==> src/rtl/pwm_multichannel_gen_pkg.sv <==
// Purpose: shared RGBW lamp-datapath defaults and PWM helper functions.
// Latency: n/a (elaboration-time constants and functions only).
// Backpressure: n/a.
package pwm_multichannel_gen_pkg;

  // Defaults shared with colorGen and the data dispenser.
  localparam int DEF_CHANNELS = 4;
  localparam int DEF_RES      = 8;
  localparam int DEF_PRESC_W  = 8;
  localparam int DEF_STAGGER  = 1;

  // Full-scale duty value; also the number of ticks in one PWM period.
  function automatic int pwm_max(input int res);
    return (1 << res) - 1;
  endfunction

  // Phase offset of channel idx: evenly spread over the period when
  // staggering, so LED turn-on edges do not all land on the same tick.
  function automatic int phase_offset(input int idx, input int res,
                                      input int channels, input int stagger);
    if (stagger != 0) begin
      return idx * (pwm_max(res) / channels);
    end
    return 0;
  endfunction

endpackage

==> src/rtl/pwm_multichannel_gen_cmp.sv <==
// Purpose: one PWM channel - phase-shift the shared counter, compare against duty, register the pin.
// Latency: 1 clk from counter/duty to o_pwm.
// Backpressure: none; free-running output.
module pwm_channel_cmp
  import pwm_multichannel_gen_pkg::*;
#(
  parameter int RES    = DEF_RES,
  parameter int OFFSET = 0
) (
  input  logic           i_clk,
  input  logic           i_reset,
  input  logic           i_en,
  input  logic [RES-1:0] i_cnt,
  input  logic [RES-1:0] i_duty,
  output logic           o_pwm
);

  localparam int           MAX   = pwm_max(RES);
  localparam logic [RES:0] L_MAX = (RES+1)'(MAX);
  localparam logic [RES:0] L_OFF = (RES+1)'(OFFSET);

  logic [RES:0] w_sum;
  logic [RES:0] w_ph;
  logic         w_on;
  logic         r_pwm;

  // One extra bit on the add so cnt+offset never overflows before the wrap.
  assign w_sum = {1'b0, i_cnt} + L_OFF;
  assign w_ph  = (w_sum >= L_MAX) ? (w_sum - L_MAX) : w_sum;
  assign w_on  = i_en && (w_ph < {1'b0, i_duty});

  // Registered pin so the lamp output is glitch-free.
  always_ff @(posedge i_clk) begin
    if (!i_reset) begin
      r_pwm <= 1'b0;
    end else begin
      r_pwm <= w_on;
    end
  end

  assign o_pwm = r_pwm;

endmodule

==> src/rtl/pwm_multichannel_gen.sv <==
// Purpose: N-channel PWM generator with runtime prescaler, period-boundary duty double buffer, optional phase stagger.
// Latency: pwm_out lags the period counter by 1 clk; loaded duty takes effect at the next wrap (immediately while disabled).
// Backpressure: none; duty_ld is never refused, last load before a wrap wins, o_pending shows an unapplied load.
module pwm_multichannel_gen
  import pwm_multichannel_gen_pkg::*;
#(
  parameter int CHANNELS = DEF_CHANNELS,
  parameter int RES      = DEF_RES,
  parameter int PRESC_W  = DEF_PRESC_W,
  parameter int STAGGER  = DEF_STAGGER
) (
  input  logic                    i_clk,
  input  logic                    i_reset,
  input  logic                    i_en,
  input  logic [PRESC_W-1:0]      i_presc,
  input  logic [CHANNELS*RES-1:0] i_duty_flat,
  input  logic                    i_duty_ld,
  output logic                    o_pending,
  output logic                    o_period_start,
  output logic [CHANNELS-1:0]     o_pwm_out
);

  localparam int             MAX      = pwm_max(RES);
  localparam logic [RES-1:0] CNT_LAST = RES'(MAX - 1);

  logic [PRESC_W-1:0]      r_presc_cnt;
  logic [RES-1:0]          r_cnt;
  logic [CHANNELS*RES-1:0] r_shadow;
  logic [CHANNELS*RES-1:0] r_active;
  logic                    r_pending;
  logic                    r_period_start;

  logic                    w_tick;
  logic                    w_wrap;
  logic [CHANNELS-1:0]     w_pwm;

  // ">=" rather than "==" so lowering presc below the running count
  // recovers on the very next clock instead of waiting for a rollover.
  assign w_tick = i_en && (r_presc_cnt >= i_presc);
  assign w_wrap = w_tick && (r_cnt == CNT_LAST);

  // Prescaler: counts clocks between ticks; held at 0 while disabled.
  always_ff @(posedge i_clk) begin
    if (!i_reset) begin
      r_presc_cnt <= '0;
    end else if (!i_en || w_tick) begin
      r_presc_cnt <= '0;
    end else begin
      r_presc_cnt <= r_presc_cnt + 1'b1;
    end
  end

  // Period counter: 0..MAX-1 advancing once per tick; held at 0 while disabled.
  always_ff @(posedge i_clk) begin
    if (!i_reset) begin
      r_cnt <= '0;
    end else if (!i_en || w_wrap) begin
      r_cnt <= '0;
    end else if (w_tick) begin
      r_cnt <= r_cnt + 1'b1;
    end
  end

  // Shadow duty register: captures every load strobe, last one wins.
  always_ff @(posedge i_clk) begin
    if (!i_reset) begin
      r_shadow <= '0;
    end else if (i_duty_ld) begin
      r_shadow <= i_duty_flat;
    end
  end

  // Active duty register: only changes at a period boundary so no channel
  // ever sees a truncated or doubled pulse; follows shadow while disabled.
  always_ff @(posedge i_clk) begin
    if (!i_reset) begin
      r_active <= '0;
    end else if (!i_en || w_wrap) begin
      r_active <= r_shadow;
    end
  end

  // Pending flag: set by a load, cleared when the shadow is applied. A load
  // landing on the wrap edge keeps it set because that data is not applied yet.
  always_ff @(posedge i_clk) begin
    if (!i_reset) begin
      r_pending <= 1'b0;
    end else if (!i_en) begin
      r_pending <= 1'b0;
    end else if (i_duty_ld) begin
      r_pending <= 1'b1;
    end else if (w_wrap) begin
      r_pending <= 1'b0;
    end
  end

  // Period-start pulse: one clock, registered from the wrap condition.
  always_ff @(posedge i_clk) begin
    if (!i_reset) begin
      r_period_start <= 1'b0;
    end else begin
      r_period_start <= w_wrap;
    end
  end

  // One comparator per channel, each with its own elaboration-time phase offset.
  for (genvar g = 0; g < CHANNELS; g++) begin : g_ch
    pwm_channel_cmp #(
      .RES    (RES),
      .OFFSET (phase_offset(g, RES, CHANNELS, STAGGER))
    ) u_cmp (
      .i_clk   (i_clk),
      .i_reset (i_reset),
      .i_en    (i_en),
      .i_cnt   (r_cnt),
      .i_duty  (r_active[g*RES +: RES]),
      .o_pwm   (w_pwm[g])
    );
  end

  assign o_pending      = r_pending;
  assign o_period_start = r_period_start;
  assign o_pwm_out      = w_pwm;

endmodule
==> config.mk <==
export PLATFORM = sky130hd
export DESIGN_NAME = pwm_multichannel_gen
export DESIGN_NICKNAME = d
export VERILOG_FILES = /design/src/rtl/pwm_multichannel_gen_pkg.sv /design/src/rtl/pwm_multichannel_gen_cmp.sv /design/src/rtl/pwm_multichannel_gen.sv
export SDC_FILE = /design/constraint.sdc
export NUM_CORES = 1
export LEC_CHECK = 0
export ABC_AREA = 0
export CAP_MARGIN = 20
export CELL_PAD_IN_SITES_DETAIL_PLACEMENT = 0
export CELL_PAD_IN_SITES_GLOBAL_PLACEMENT = 1
export CORE_MARGIN = 1
export CORE_UTILIZATION = 45
export DETAILED_ROUTE_END_ITERATION = 10
export PLACE_DENSITY = 0.86
export SYNTH_ARGS = -nofsm -noshare
export SYNTH_HDL_FRONTEND = slang
export SYNTH_HIERARCHICAL = 1
export SYNTH_SLANG_ARGS = --single-unit
==> constraint.sdc <==
create_clock -name i_clk -period 5.8 [get_ports i_clk]
set_clock_uncertainty 0.2 [all_clocks]
set_input_delay 1.74 -clock i_clk [delete_from_list [all_inputs] [get_ports i_clk]]
set_output_delay 1.74 -clock i_clk [all_outputs]
set_load 0.05 [all_outputs]
======== After elaboration in Yosys (flattened, before gate mapping) ========
Cells that the tools add are included.
W data, S select, Z words.
word-level totals
  output and inout bits ................... 6
  register bits ........................... 86
  input bits .............................. 44
  word-level logic and storage cells ...... 49
operators by class
  mux-type cells .......................... 6
  bitwise logic cells ..................... 1
  equality and inequality tests ........... 1
  $lt $le $gt $ge ......................... 9
  add/sub/neg operators ................... 9
  reduce and logical (&&, ||, !) cells .... 13
operators by type and width
  kind                   number
  $lt A9 B8 Y1           4
  $mux W9                4
  $ge A9 B8 Y1 const B   3
  $sub A9 B8 Y9 const B  3
  $add A8 B1 Y8 const B  2
  $add A8 B6 Y9 const B  1
  $add A8 B7 Y9 const B  1
  $add A8 B8 Y9 const B  1
  $sub A8 B8 Y9 const B  1
  $eq A8 B8 Y1 const B   1
  $ge A8 B8 Y1           1
  $ge A8 B8 Y1 const B   1
  $logic_and A1 B1 Y1    6
  $reduce_or A2 Y1       2
  $logic_or A1 B1 Y1     2
  $mux W1                2
  $reduce_and A2 Y1      1
  $reduce_bool A2 Y1     1
  $logic_not A1 Y1       1
  $not A1 Y1             1

======== Logic depth before layout (Yosys ltp) ========
  word-level depth ........................ 5
  mapped depth ............................ 19
  depth with buffers taken out ............ 17

======== Modules after synthesis ========
Netlist, hierarchy kept.
by module, submodules not included
  module                            instances  area each (µm²)  cells each  sequential area each (µm²)
  pwm_multichannel_gen              1          3,509.6          370         1,641.6
  pwm_channel_cmp at g_ch[1].u_cmp  1          848.3            112         20.0
  pwm_channel_cmp at g_ch[3].u_cmp  1          760.7            93          20.0
  pwm_channel_cmp at g_ch[2].u_cmp  1          679.4            87          20.0
  pwm_channel_cmp at g_ch[0].u_cmp  1          330.3            48          20.0

======== Worst setup path before layout ========
No wires, ideal clock.
  kind .................................... flip-flop to flip-flop
  start point ............................. register r_cnt[1]
  end point ............................... register g_ch[3].u_cmp.r_pwm
  arrival ................................. 4,055 ps
  clock period less this slack ............ 4,386 ps
  slack ................................... 1,414 ps
  data required time ...................... 5,469 ps
  cell stages (with the launch flop) ...... 17
  buffers on the path ..................... 0
  library setup time ...................... 131 ps
  cell sequence ........................... dfxtp_1 > ha_1 > nor4bb_1 > o211a_1 > mux2_4 > and3_1 > ha_1 > or4_1 > o32ai_4 > nand2_1 > o221ai_1 > nor3_2 > xnor2_1 > ha_1 > nand4_1 > a311oi_1 > a221oi_2
on the way
  longest elaborated chain between the ends .. 5
  elaborated cells on any way between the ends .. 6
  those cells by class .................... add/sub: 2; order compare: 2; mux: 1; reduce/logical: 1
ends and longest elaborated chain
  element                                               RTL line                        text
  from (decl)                                           pwm_multichannel_gen.sv:27      logic [RES-1:0] r_cnt;
  from (signal assigned)                                pwm_multichannel_gen.sv:60      r_cnt <= r_cnt + 1'b1;
  $add A8 B8 Y9 (*)                                     pwm_multichannel_gen_cmp.sv:28  assign w_sum = {1'b0, i_cnt} + L_OFF;
  $sub A9 B8 Y9 / $ge A9 B8 Y1 (equally long branches)  pwm_multichannel_gen_cmp.sv:29  assign w_ph = (w_sum >= L_MAX) ? (w_sum - L_MAX) : w_sum;
  $mux W9 (*)                                           pwm_multichannel_gen_cmp.sv:29
  $lt A9 B8 Y1 (*)                                      pwm_multichannel_gen_cmp.sv:30  assign w_on = i_en && (w_ph < {1'b0, i_duty});
  $logic_and A1 B1 Y1 (*)                               pwm_multichannel_gen_cmp.sv:30
  to (signal assigned)                                  pwm_multichannel_gen_cmp.sv:37  r_pwm <= w_on;
  to (decl)                                             pwm_multichannel_gen_cmp.sv:25  logic r_pwm;
Every way passes the cells marked *; elsewhere a longest branch is shown, timed or not.
A chain may end at the register's enable or synchronous reset.

======== Final worst setup path ========
  start point ............................. register r_cnt[0]
  end point ............................... register g_ch[1].u_cmp.r_pwm
on the way
  longest elaborated chain between the ends .. 5
  elaborated cells on any way between the ends .. 6
  those cells by class .................... add/sub: 2; order compare: 2; mux: 1; reduce/logical: 1
ends and longest elaborated chain
  element                                               RTL line
  $add A8 B6 Y9 (*)                                     pwm_multichannel_gen_cmp.sv:28
  $sub A9 B8 Y9 / $ge A9 B8 Y1 (equally long branches)  pwm_multichannel_gen_cmp.sv:29
  $mux W9 (*)                                           pwm_multichannel_gen_cmp.sv:29
  $lt A9 B8 Y1 (*)                                      pwm_multichannel_gen_cmp.sv:30
  $logic_and A1 B1 Y1 (*)                               pwm_multichannel_gen_cmp.sv:30
  to (signal assigned)                                  pwm_multichannel_gen_cmp.sv:37
  to (decl)                                             pwm_multichannel_gen_cmp.sv:25
Marks and branches as above.

==> flow_metrics.tcl <==
set metrics [dict create \
    combPwrFrac_pct 9.3 \
    cp-end-kind "flip-flop" \
    start_kind "flip-flop" \
    clkPwrFrac_pct 45.6 \
    status "finished clean" \
    relSlewSlack_pct 33.8 \
    nFillCells 1275 \
    power.internal_uw 1070 \
    grt_pass1_wl_um 22700 \
    ys_ff_latch 86 \
    drt-pass1-iter-count 5 \
    switchingPower_uw 326 \
    dp.cells 911 \
    cp_slowest_stage_delay_ps 520 \
    dieHeight_um 119 \
    r2r_cells 16 \
    remaining_drc_errors 0 \
    rr_endpoint "g_ch[1].u_cmp/o_pwm" \
    final_cell_mix "94 x nand2_1, 86 x dfxtp_1, 67 x mux2i_1, 54 x inv_1, 50 x ha_1" \
    dp_hpwl_um 10100 \
    viasPerCell 5.39 \
    r2r_start "r_cnt[0]" \
    ir_drop_mv 0.195 \
    cts_tree "yes" \
    clk_pin_slew_ps 60 \
    crit_path_start "r_cnt[0]" \
    synth_cell_types 83 \
    final_nets 840 \
    drv_cap 0 \
    antenna_left 0 \
    antenna_found_initial 0 \
    port_buffers 49 \
    whs_path_depth 2 \
    period_share_pct 78.8 \
    die_w_um 119 \
    ys.flop_type "dfxtp_1" \
    synth_top_area_share_pct 28.1 \
    holdWs_ps 257 \
    final_cells 927 \
    num_antenna_cells 0 \
    core_um2 13200 \
    syn_avg_cell_area_um2 8.63 \
    clockRootBuffer "clkbuf_16" \
    hold_viol 0 \
    synth_area_leaders "dfxtp_1 28%, mux2i_1 11%, ha_1 10%" \
    final_common_cell "nand2_1" \
    rows 42 \
    period_needed_ps 4570 \
    crit_fanout 15 \
    synth_top_area_cell "dfxtp_1" \
    crit_path_end "g_ch[1].u_cmp/o_pwm" \
    syn-num-nets 804 \
    yosysSeqAreaShare_pct 28.1 \
    io_pins 50 \
    ctsLongestPathBuffers 2 \
    final_layout_size_suffix_gt1_share_pct 9.05 \
    cts.sinks 86 \
    reg2reg_slack_ps 1230 \
    cts_setup_buffers 0 \
    cts_resized 0 \
    die_area_um2 14100 \
    grt.overflow.total 0 \
    post_drt_wl_per_cell_um 14.6 \
    leakagePower_uw 0.00282 \
    gp_congestion 0.819 \
    synth_area_um2 6130 \
    powerDensity_nw_per_um2 198 \
    worstPathRequired_ps 5860 \
    switching_share_pct 23.4 \
    slew_violations 0 \
    seqPwrFrac_pct 45.1 \
    grt_pass1_vias 4769 \
    grt_max_degree 75 \
    cpMostUsedCell "ha_1" \
    start_util_pct 46.3 \
    grt.total_usage_pct 19.9 \
    cts-buffers-inserted 9 \
    drt-total-wl_um 13600 \
    async_flop_share_pct 0 \
    min_path_type "reg -> reg" \
    finalSetupTns_ps 0 \
    clk_latency_ps 350 \
    tightestPinTransition_ps 991 \
    cts_hold_buffers 0 \
    vias 4998 \
    worst-setup-path-type "reg -> reg" \
    area_delta_synth_final_pct 14.4 \
    setup_violations 0 \
    rsz0062_at_grt "false" \
    critPathArrivalTime_ps 4630 \
    fmax_ghz 0.219 \
    drtIter0Drc 347 \
    cp_slowest_cell "or3b_2" \
    yosys_warnings 6 \
    htreeDepth 3 \
    synthCells 710 \
    cp_cell_sequence "buf_4, inv_1, ha_1, or3b_2, a211o_1, a221oi_2, nor3b_1, ha_1, or2_2, o32ai_1, a211oi_1, ha_1, nand4_1, o31ai_1, or4_1, a31oi_1" \
    synth-edff-count 0 \
]
[how the worst min path moves through the flow]
stage	from	end	slack, ps
4_1_cts	r_shadow[6]	r_active[6]	260
5_1_grt	r_active[4]	r_active[4]	280
3_5_place_dp	r_shadow[6]	r_active[6]	250
6_report	r_active[20]	r_active[20]	260
2_1_floorplan	r_shadow[0]	r_active[0]	230
3_3_place_gp	r_shadow[6]	r_active[6]	240
[cell type report]
cell class	instances	area (µm²)	share of cell area [%]
clock buffer	9	225	3.21
clock inverter	7	105	1.50
inverter	56	210	3.00
multi-input combinational	533	3970	56.6
sequential	86	1720	24.5
tap	176	220	3.14
timing repair buffer	60	563	8.03
[critical path: cells and delay by family (launching register included)]
family,cells,cell delay (ps)
simple gates,5,1530
compound gates,6,1220
fa+ha+maj,3,870
buf+inv,2,360
flops,1,310
[metrics by stage]
step / cell area [µm²] / util (%) / power [µW] / setup slack [ps]
final: 7010 / 53.0 / 1390 / 1230
after CTS: 7010 / 53.0 / 1410 / 1220
after detailed placement: 6680 / 50.5 / 770 / 1230
after global placement: 6680 / 50.5 / 765 / 1360
after global routing: 7010 / 53.0 / 1440 / 923
after floorplan: 6130 / - / 720 / 1410
[synth_stat cells, types with 3 or more instances]
library cell	number
o21ai_0	15
xnor2_1	22
and3_1	8
ha_1	50
mux2i_1	67
a41oi_1	3
o21ai_1	3
a311oi_1	7
a211oi_1	4
dfxtp_1	86
o21a_1	3
nor2b_1	42
nand2b_1	5
nor3_2	3
and2_1	3
o211ai_1	3
clkbuf_1	19
nor3_1	25
nand4_1	8
nand2_1	94
a211o_1	5
a21oi_1	17
buf_6	12
a31oi_1	9
o31ai_1	4
inv_1	54
or3_1	4
nor2_1	25
a21o_1	7
o211a_1	3
nand3_1	22
xor2_1	10
[routing by layer]
metal | global-route usage, % | wire length (µm) | vias up | part of all wire [%]
li1 | - | - | 2567 | -
met1 | 25.9 | 6460 | 2320 | 48
met2 | 33.2 | 6360 | 91 | 47
met3 | 2.32 | 438 | 20 | 3.2
met4 | 8.47 | 315 | 0 | 2.3
met5 | 0 | 0 | - | 0
[flip-flops by register name (all words and copies together) (netlist names)]
name / cells
r_active: 32
o_pending: 1
r_presc_cnt: 8
r_cnt: 8
g_ch.u_cmp/o_pwm: 4
r_shadow: 32
o_period_start: 1
[kinds of logic (layout without fill, tap and decap cells)]
group	Yosys count	in the layout	synth area share [%]
compound gates	109	109	13.8
xor+xnor	33	33	5.02
fa+ha+maj	50	50	10.2
buf+inv	91	132	7.17
flops	86	86	28.1
mux	71	71	11.8
simple gates	270	270	23.9
[power groups by stage]
stage | logic [µW] | registers [µW] | clock network, µW
CTS | 131 | 627 | 648
global route | 144 | 629 | 671
global placement | 126 | 639 | 0
floorplan | 80.3 | 640 | 0
detailed placement | 130 | 640 | 0
finish | 129 | 627 | 635
Power figures use the tool's default switching activity.
